$ cat config.mk
export PLATFORM = sky130hd
export DESIGN_NAME = mem_arbiter
export DESIGN_NICKNAME = d
export VERILOG_FILES = /design/src/rtl/mem_arbiter.sv
export SDC_FILE = /design/constraint.sdc
export NUM_CORES = 1
export LEC_CHECK = 0
export ABC_AREA = 1
export CAP_MARGIN = 20
export CORE_AREA = 4 4 126 128
export DETAILED_ROUTE_END_ITERATION = 10
export DIE_AREA = 0 0 130 132
export GPL_ROUTABILITY_DRIVEN = 0
export PLACE_DENSITY = 0.79
export SLEW_MARGIN = 10
export SYNTH_ARGS = -nofsm -noshare
export SYNTH_HDL_FRONTEND = slang
export SYNTH_SLANG_ARGS = --single-unit
$ cat constraint.sdc
create_clock -name CLK -period 1.7 [get_ports CLK]
set_input_delay 0.34 -clock CLK [delete_from_list [all_inputs] [get_ports CLK]]
set_output_delay 0.34 -clock CLK [all_outputs]
set_load 0.02 [all_outputs]
$ cat src/rtl/mem_arbiter.sv
// Arbitrates the single RAM port between instruction fetch and data memory.
// Data wins ties; a starvation counter forces an instruction grant after STARVE_MAX data grants.
module mem_arbiter #(
  parameter int WORD_W     = 32,
  parameter int STARVE_MAX = 4
) (
  input  logic              CLK,
  input  logic              nRST,
  input  logic              iREN,
  input  logic [WORD_W-1:0] iaddr,
  output logic              ihit,
  output logic [WORD_W-1:0] iload,
  input  logic              dREN,
  input  logic              dWEN,
  input  logic [WORD_W-1:0] daddr,
  input  logic [WORD_W-1:0] dstore,
  output logic              dhit,
  output logic [WORD_W-1:0] dload,
  output logic              ramREN,
  output logic              ramWEN,
  output logic [WORD_W-1:0] ramaddr,
  output logic [WORD_W-1:0] ramstore,
  input  logic [WORD_W-1:0] ramload,
  input  logic              ram_ready
);

  localparam int CNT_W = (STARVE_MAX < 1) ? 1 : $clog2(STARVE_MAX + 1);
  localparam logic [CNT_W-1:0] MAX_CNT = CNT_W'(STARVE_MAX);

  typedef enum logic [1:0] {
    IDLE  = 2'd0,
    DSERV = 2'd1,
    ISERV = 2'd2
  } state_t;

  state_t            r_state;
  logic [CNT_W-1:0]  r_starve_cnt;
  logic              r_ramREN;
  logic              r_ramWEN;
  logic [WORD_W-1:0] r_ramaddr;
  logic [WORD_W-1:0] r_ramstore;
  logic [WORD_W-1:0] r_iload;
  logic [WORD_W-1:0] r_dload;

  logic w_dreq;
  logic w_igrant;

  assign w_dreq   = dREN | dWEN;
  // Instruction wins either when starved or when no data request competes.
  assign w_igrant = iREN & ((r_starve_cnt == MAX_CNT) | ~w_dreq);

  always_ff @(posedge CLK or negedge nRST) begin
    if (!nRST) begin
      r_state      <= IDLE;
      r_starve_cnt <= '0;
      r_ramREN     <= 1'b0;
      r_ramWEN     <= 1'b0;
      r_ramaddr    <= '0;
      r_ramstore   <= '0;
      r_iload      <= '0;
      r_dload      <= '0;
    end else begin
      case (r_state)
        IDLE: begin
          if (w_igrant) begin
            r_state      <= ISERV;
            r_ramREN     <= 1'b1;
            r_ramWEN     <= 1'b0;
            r_ramaddr    <= iaddr;
            r_starve_cnt <= '0;
          end else if (w_dreq) begin
            r_state    <= DSERV;
            r_ramREN   <= dREN & ~dWEN;
            r_ramWEN   <= dWEN;
            r_ramaddr  <= daddr;
            r_ramstore <= dstore;
            if (!iREN)
              r_starve_cnt <= '0;
            else if (r_starve_cnt != MAX_CNT)
              r_starve_cnt <= r_starve_cnt + CNT_W'(1);
          end
        end
        DSERV: begin
          if (ram_ready) begin
            r_state  <= IDLE;
            r_ramREN <= 1'b0;
            r_ramWEN <= 1'b0;
            r_dload  <= ramload;
          end
        end
        ISERV: begin
          if (ram_ready) begin
            r_state  <= IDLE;
            r_ramREN <= 1'b0;
            r_ramWEN <= 1'b0;
            r_iload  <= ramload;
          end
        end
        default: r_state <= IDLE;
      endcase
    end
  end

  // Hits and load data pass straight through in the ready cycle; the
  // registered copies keep the last value visible afterwards.
  assign dhit     = (r_state == DSERV) & ram_ready;
  assign ihit     = (r_state == ISERV) & ram_ready;
  assign dload    = dhit ? ramload : r_dload;
  assign iload    = ihit ? ramload : r_iload;
  assign ramREN   = r_ramREN;
  assign ramWEN   = r_ramWEN;
  assign ramaddr  = r_ramaddr;
  assign ramstore = r_ramstore;

endmodule

== Yosys cells after proc, flatten, opt, wreduce, memory -nomap -nowiden ==
Index checks and enable logic that the tools add are counted.
Word-level totals
  bits in registers: 135
  input bits: 134
Operators by class
  add/sub/neg operators: 1
  equal/unequal tests: 7
  multiplexer cells: 19
  bitwise operators: 9
  reductions and logical operators: 11
Operator list (count)
  $mux 32: 4
  $mux 3: 4
  $reduce_and 3->1: 3
  $reduce_and 2->1: 4
  $mux 2: 3
  $ne 3x3->1 const B: 2
  $mux 1: 5
  $and 1x1->1: 4
  $pmux 1 s2: 2
  $pmux 2 s2: 1
  $reduce_bool 2->1: 2
  $add 3x1->3 const B: 1
  $eq 3x3->1 const B: 1
  $ne 3x1->1 const B: 1
  $not 1->1: 3
  $eq 2x1->1 const B: 1
  $eq 2x2->1 const B: 1
  $logic_not 2->1: 1
  $ne 2x1->1 const B: 1
  $or 1x1->1: 2
  $reduce_or 2->1: 1

== Longest topological paths before layout ==
  depth in word-level cells: 6
  depth in mapped cells: 10

== Least setup slack after synthesis ==
OpenSTA, ideal clock, no wires.
  path type: register to output
  start point: register r_state[0]
  end point: output iload[0]
  data arrival time: 1.514 ns
  data required time: 1.360 ns
  slack: -0.154 ns
  stages on the path, launching flop included: 7
  buffers on the path: 2
  path through: dfrtp_1 > inv_1 > ha_1 > nand2_1 > buf_2 > clkbuf_1 > o21ai_0
Between the ends
  word-level cells in the longest chain between the ends: 3
RTL lines
  start, declared: line 36  | state_t r_state;
  start signal, assigned: line 54  | r_state <= IDLE;
  start signal, assigned: line 66  | r_state <= ISERV;
  start signal, assigned: line 72  | r_state <= DSERV;
  $eq 2x2->1: line 107  | assign ihit = (r_state == ISERV) & ram_ready;
  $and 1x1->1: line 107
  $mux 32: line 109  | assign iload = ihit ? ramload : r_iload;
  end, declared: line 12  | output logic [WORD_W-1:0] iload,
Every way passes these cells.

== Worst setup path after layout ==
  start point: register r_state[0]
  end point: output iload[3]
Same word-level chain as after synthesis.

==> flow_metrics.tcl <==
set metrics [dict create \
    cts_max_path_buffers 2 \
    final-seq-area_mm2 0.003378 \
    ys_ff_latch 135 \
    critPathMaxStageDelay_ps 390 \
    synth_top_family_by_area "simple AND/OR/NAND/NOR gates" \
    die_x_um 130 \
    critPathBufInv 5 \
    synth_xor_area_frac 0.001404 \
    final_common_cell "nand2_1" \
    synth.distinct_cells 23 \
    n_fill_cell 942 \
    clk_pin_slew_ps 60 \
    drt_iter0_drc 387 \
    post-place-ws_ps -824.4 \
    r2r-start "r_state[0]$_DFFE_PN0P_" \
    cp_slowest_cell "dfrtp_1" \
    power_density_mw_per_mm2 1859 \
    worstMarginPinSlew_ps 470.8 \
    crit_start "r_state[0]$_DFFE_PN0P_" \
    cp_num_cells 8 \
    synthMuxAreaShare 0 \
    syn_area_per_cell_um2 8.663 \
    cp_top_family "buffers and inverters" \
    ys_warn_count 0 \
    clock_latency_ps 420 \
    cp_max_fo 7 \
    peakVddDrop_uv 956.0 \
    drive_gt1_frac 0.3169 \
    cts_tree "done" \
    rows 45 \
    synth_fa_ha_area_frac 0.01003 \
    drv_slew 0 \
    critPathMostFrequentCell "buf_6" \
    synth_area_mm2 0.006237 \
    maxCapViolCount 0 \
    final_cell_mix "163 x nand2_1, 135 x dfrtp_1, 131 x clkdlybuf4s50_1" \
    min_path_type "in -> async" \
    fin_ws_ps -531.4 \
    viasPerCell 5.119 \
    overflow 0 \
    syn_to_final_growth_pct 86.06 \
    postSynthCellCount 720 \
    grt_pass1_vias 6352 \
    die_h_um 132 \
    antenna_found_initial 1 \
    wl_um 24980 \
    routedWlPerCell_um 19.45 \
    multiInputGateArea_mm2 0.002900 \
    track_usage 0.2479 \
    die-area_mm2 0.01716 \
    endpoint_kind "output pin" \
    period_minus_slack_ps 2231 \
    reg2reg_slack_ps 60 \
    outcome "finished with violations" \
    synth-compound-area-share 0.09910 \
    nNetsFinal 1223 \
    grt_max_degree 52 \
    path_cells "inv_2 -> ha_4 -> nand2_8 -> buf_16 -> buf_8 -> buf_6 -> o21ai_4 -> buf_6" \
    portBuffers 265 \
    skew_ps 12.73 \
    cts-root-buf "clkbuf_16" \
    fin_crit_sh 1.313 \
    io_pins 266 \
    cts_buffers 17 \
    cts_max_level 4 \
    reg2reg_to "r_iload[3]$_DFFE_PN0P_" \
    rr_worst_depth 10 \
    clock_sinks 135 \
    via_count 6573 \
    dr.pass1.iters 5 \
    grt_setup_unrepaired "yes" \
    setup_viol 66 \
    fmax_mhz 448.2 \
    hold_viol_final 0 \
    yosys.area_share.simple 0.2365 \
    required_ps 1360 \
    relSlewSlack 0.6862 \
    grt_first_pass_wirelength_um 33110 \
    drc 0 \
    critPathLaunchType "flop" \
    violations "setup timing" \
    synth_seq_area_share 0.5416 \
    crit_path_end "iload[3]" \
    critPathArrivalTime_ps 1890 \
    initial_core_util 0.4196 \
    dp_hpwl_um 13290 \
    syn-num-nets 859 \
    critPathKind "reg -> out" \
    core-area_mm2 0.01486 \
    leakage_nw 5.929 \
    drtAntennaViolNets 0 \
    finalPower_mw 21.57 \
]
-- worst register-to-register path: cells and delay by family (launching register included) --
family / cells / cell delay, ps
compound gates: 1 / 60
fa+ha+maj: 1 / 160
buf+inv: 6 / 780
simple gates: 2 / 160
flops: 1 / 390
-- metal layers --
metal	wire length [um]	GRT usage
met1	9049	0.2835
met2	12710	0.4109
met3	1752	0.06686
met4	1461	0.1478
met5	0	0
-- cell usage after synthesis --
| library cell | instances | area (um2) |
|---|---|---|
| a21oi_4 | 2 | 32.53 |
| buf_1 | 4 | 15.01 |
| buf_12 | 1 | 20.02 |
| buf_2 | 14 | 70.07 |
| buf_4 | 1 | 7.510 |
| buf_6 | 8 | 90.09 |
| buf_8 | 1 | 15.01 |
| clkbuf_1 | 16 | 60.06 |
| dfrtp_1 | 135 | 3378 |
| ha_1 | 5 | 62.56 |
| inv_1 | 107 | 401.6 |
| inv_2 | 4 | 15.01 |
| nand2_1 | 198 | 743.2 |
| nand2_2 | 10 | 62.56 |
| nand2_4 | 4 | 45.04 |
| nand3_1 | 71 | 355.3 |
| nand3b_1 | 32 | 240.2 |
| nor2_1 | 3 | 11.26 |
| nor2_4 | 1 | 11.26 |
| o21ai_0 | 69 | 345.3 |
| o21bai_1 | 32 | 240.2 |
| or2_2 | 1 | 6.260 |
| xor2_1 | 1 | 8.760 |
-- power by group --
part           internal, mW  switching, mW
registers              4.71          0.807
clock network          2.16           1.38
logic                  5.78           6.73
-- cell type report --
| class | instances | share of cell area |
|---|---|---|
| Antenna cell | 1 | 0.0002156 |
| Multi-Input combinational cell | 429 | 0.2499 |
| Inverter | 111 | 0.03720 |
| Clock inverter | 10 | 0.009164 |
| Timing Repair Buffer | 390 | 0.3536 |
| Sequential cell | 135 | 0.2911 |
| Clock buffer | 20 | 0.03849 |
| Tap cell | 188 | 0.02027 |
-- registers in the layout (all words and copies together) (netlist names) --
register      flops
r_iload          32
r_dload          32
r_state           2
r_starve_cnt      3
ramstore         32
ramREN            1
ramaddr          32
ramWEN            1
-- metrics by stage --
stage | hold slack [ps] | TNS, ps | std cells | util | instance area, um2
after detailed placement | 240.7 | -49690 | 1186 | 0.6361 | 9455
after global placement | 242.1 | -45610 | 1186 | 0.6361 | 9455
after global routing | 390.7 | -32880 | 1284 | 0.7807 | 11600
after floorplan | 44.41 | -2725 | 720 | - | 6279
after CTS | 358.6 | -26220 | 1249 | 0.7249 | 10780
final | 369.3 | -28500 | 1284 | 0.7807 | 11600
-- repair_timing --
item,in CTS,in global routing
pin swaps,2,10
gates resized for setup,606,103
cloned,6,10
hold buffers,1,0
hold endpoints to repair,28,0
setup endpoints to repair,132,132
setup buffers,26,31
-- worst min-delay path by stage --
stage,start,end,slack (ps),cells after the start
final,nRST,r_dload[15]$_DFFE_PN0P_,370,2
after global routing,nRST,r_dload[15]$_DFFE_PN0P_,390,2
after detailed placement,nRST,r_dload[17]$_DFFE_PN0P_,240,1
after floorplan,nRST,r_dload[0]$_DFFE_PN0P_,40,0
after CTS,nRST,r_iload[21]$_DFFE_PN0P_,360,2
after global placement,nRST,r_dload[17]$_DFFE_PN0P_,240,1
-- cell families after synthesis --
| family | Yosys count |
|---|---|
| AOI/OAI and AO/OA | 103 |
| adders and majority gates | 5 |
| buffers and inverters | 156 |
| and+or+nand+nor | 320 |
| xor gates and xnor gates | 1 |
| DFF | 135 |
Note: power is estimated with default switching activity, not from simulation.
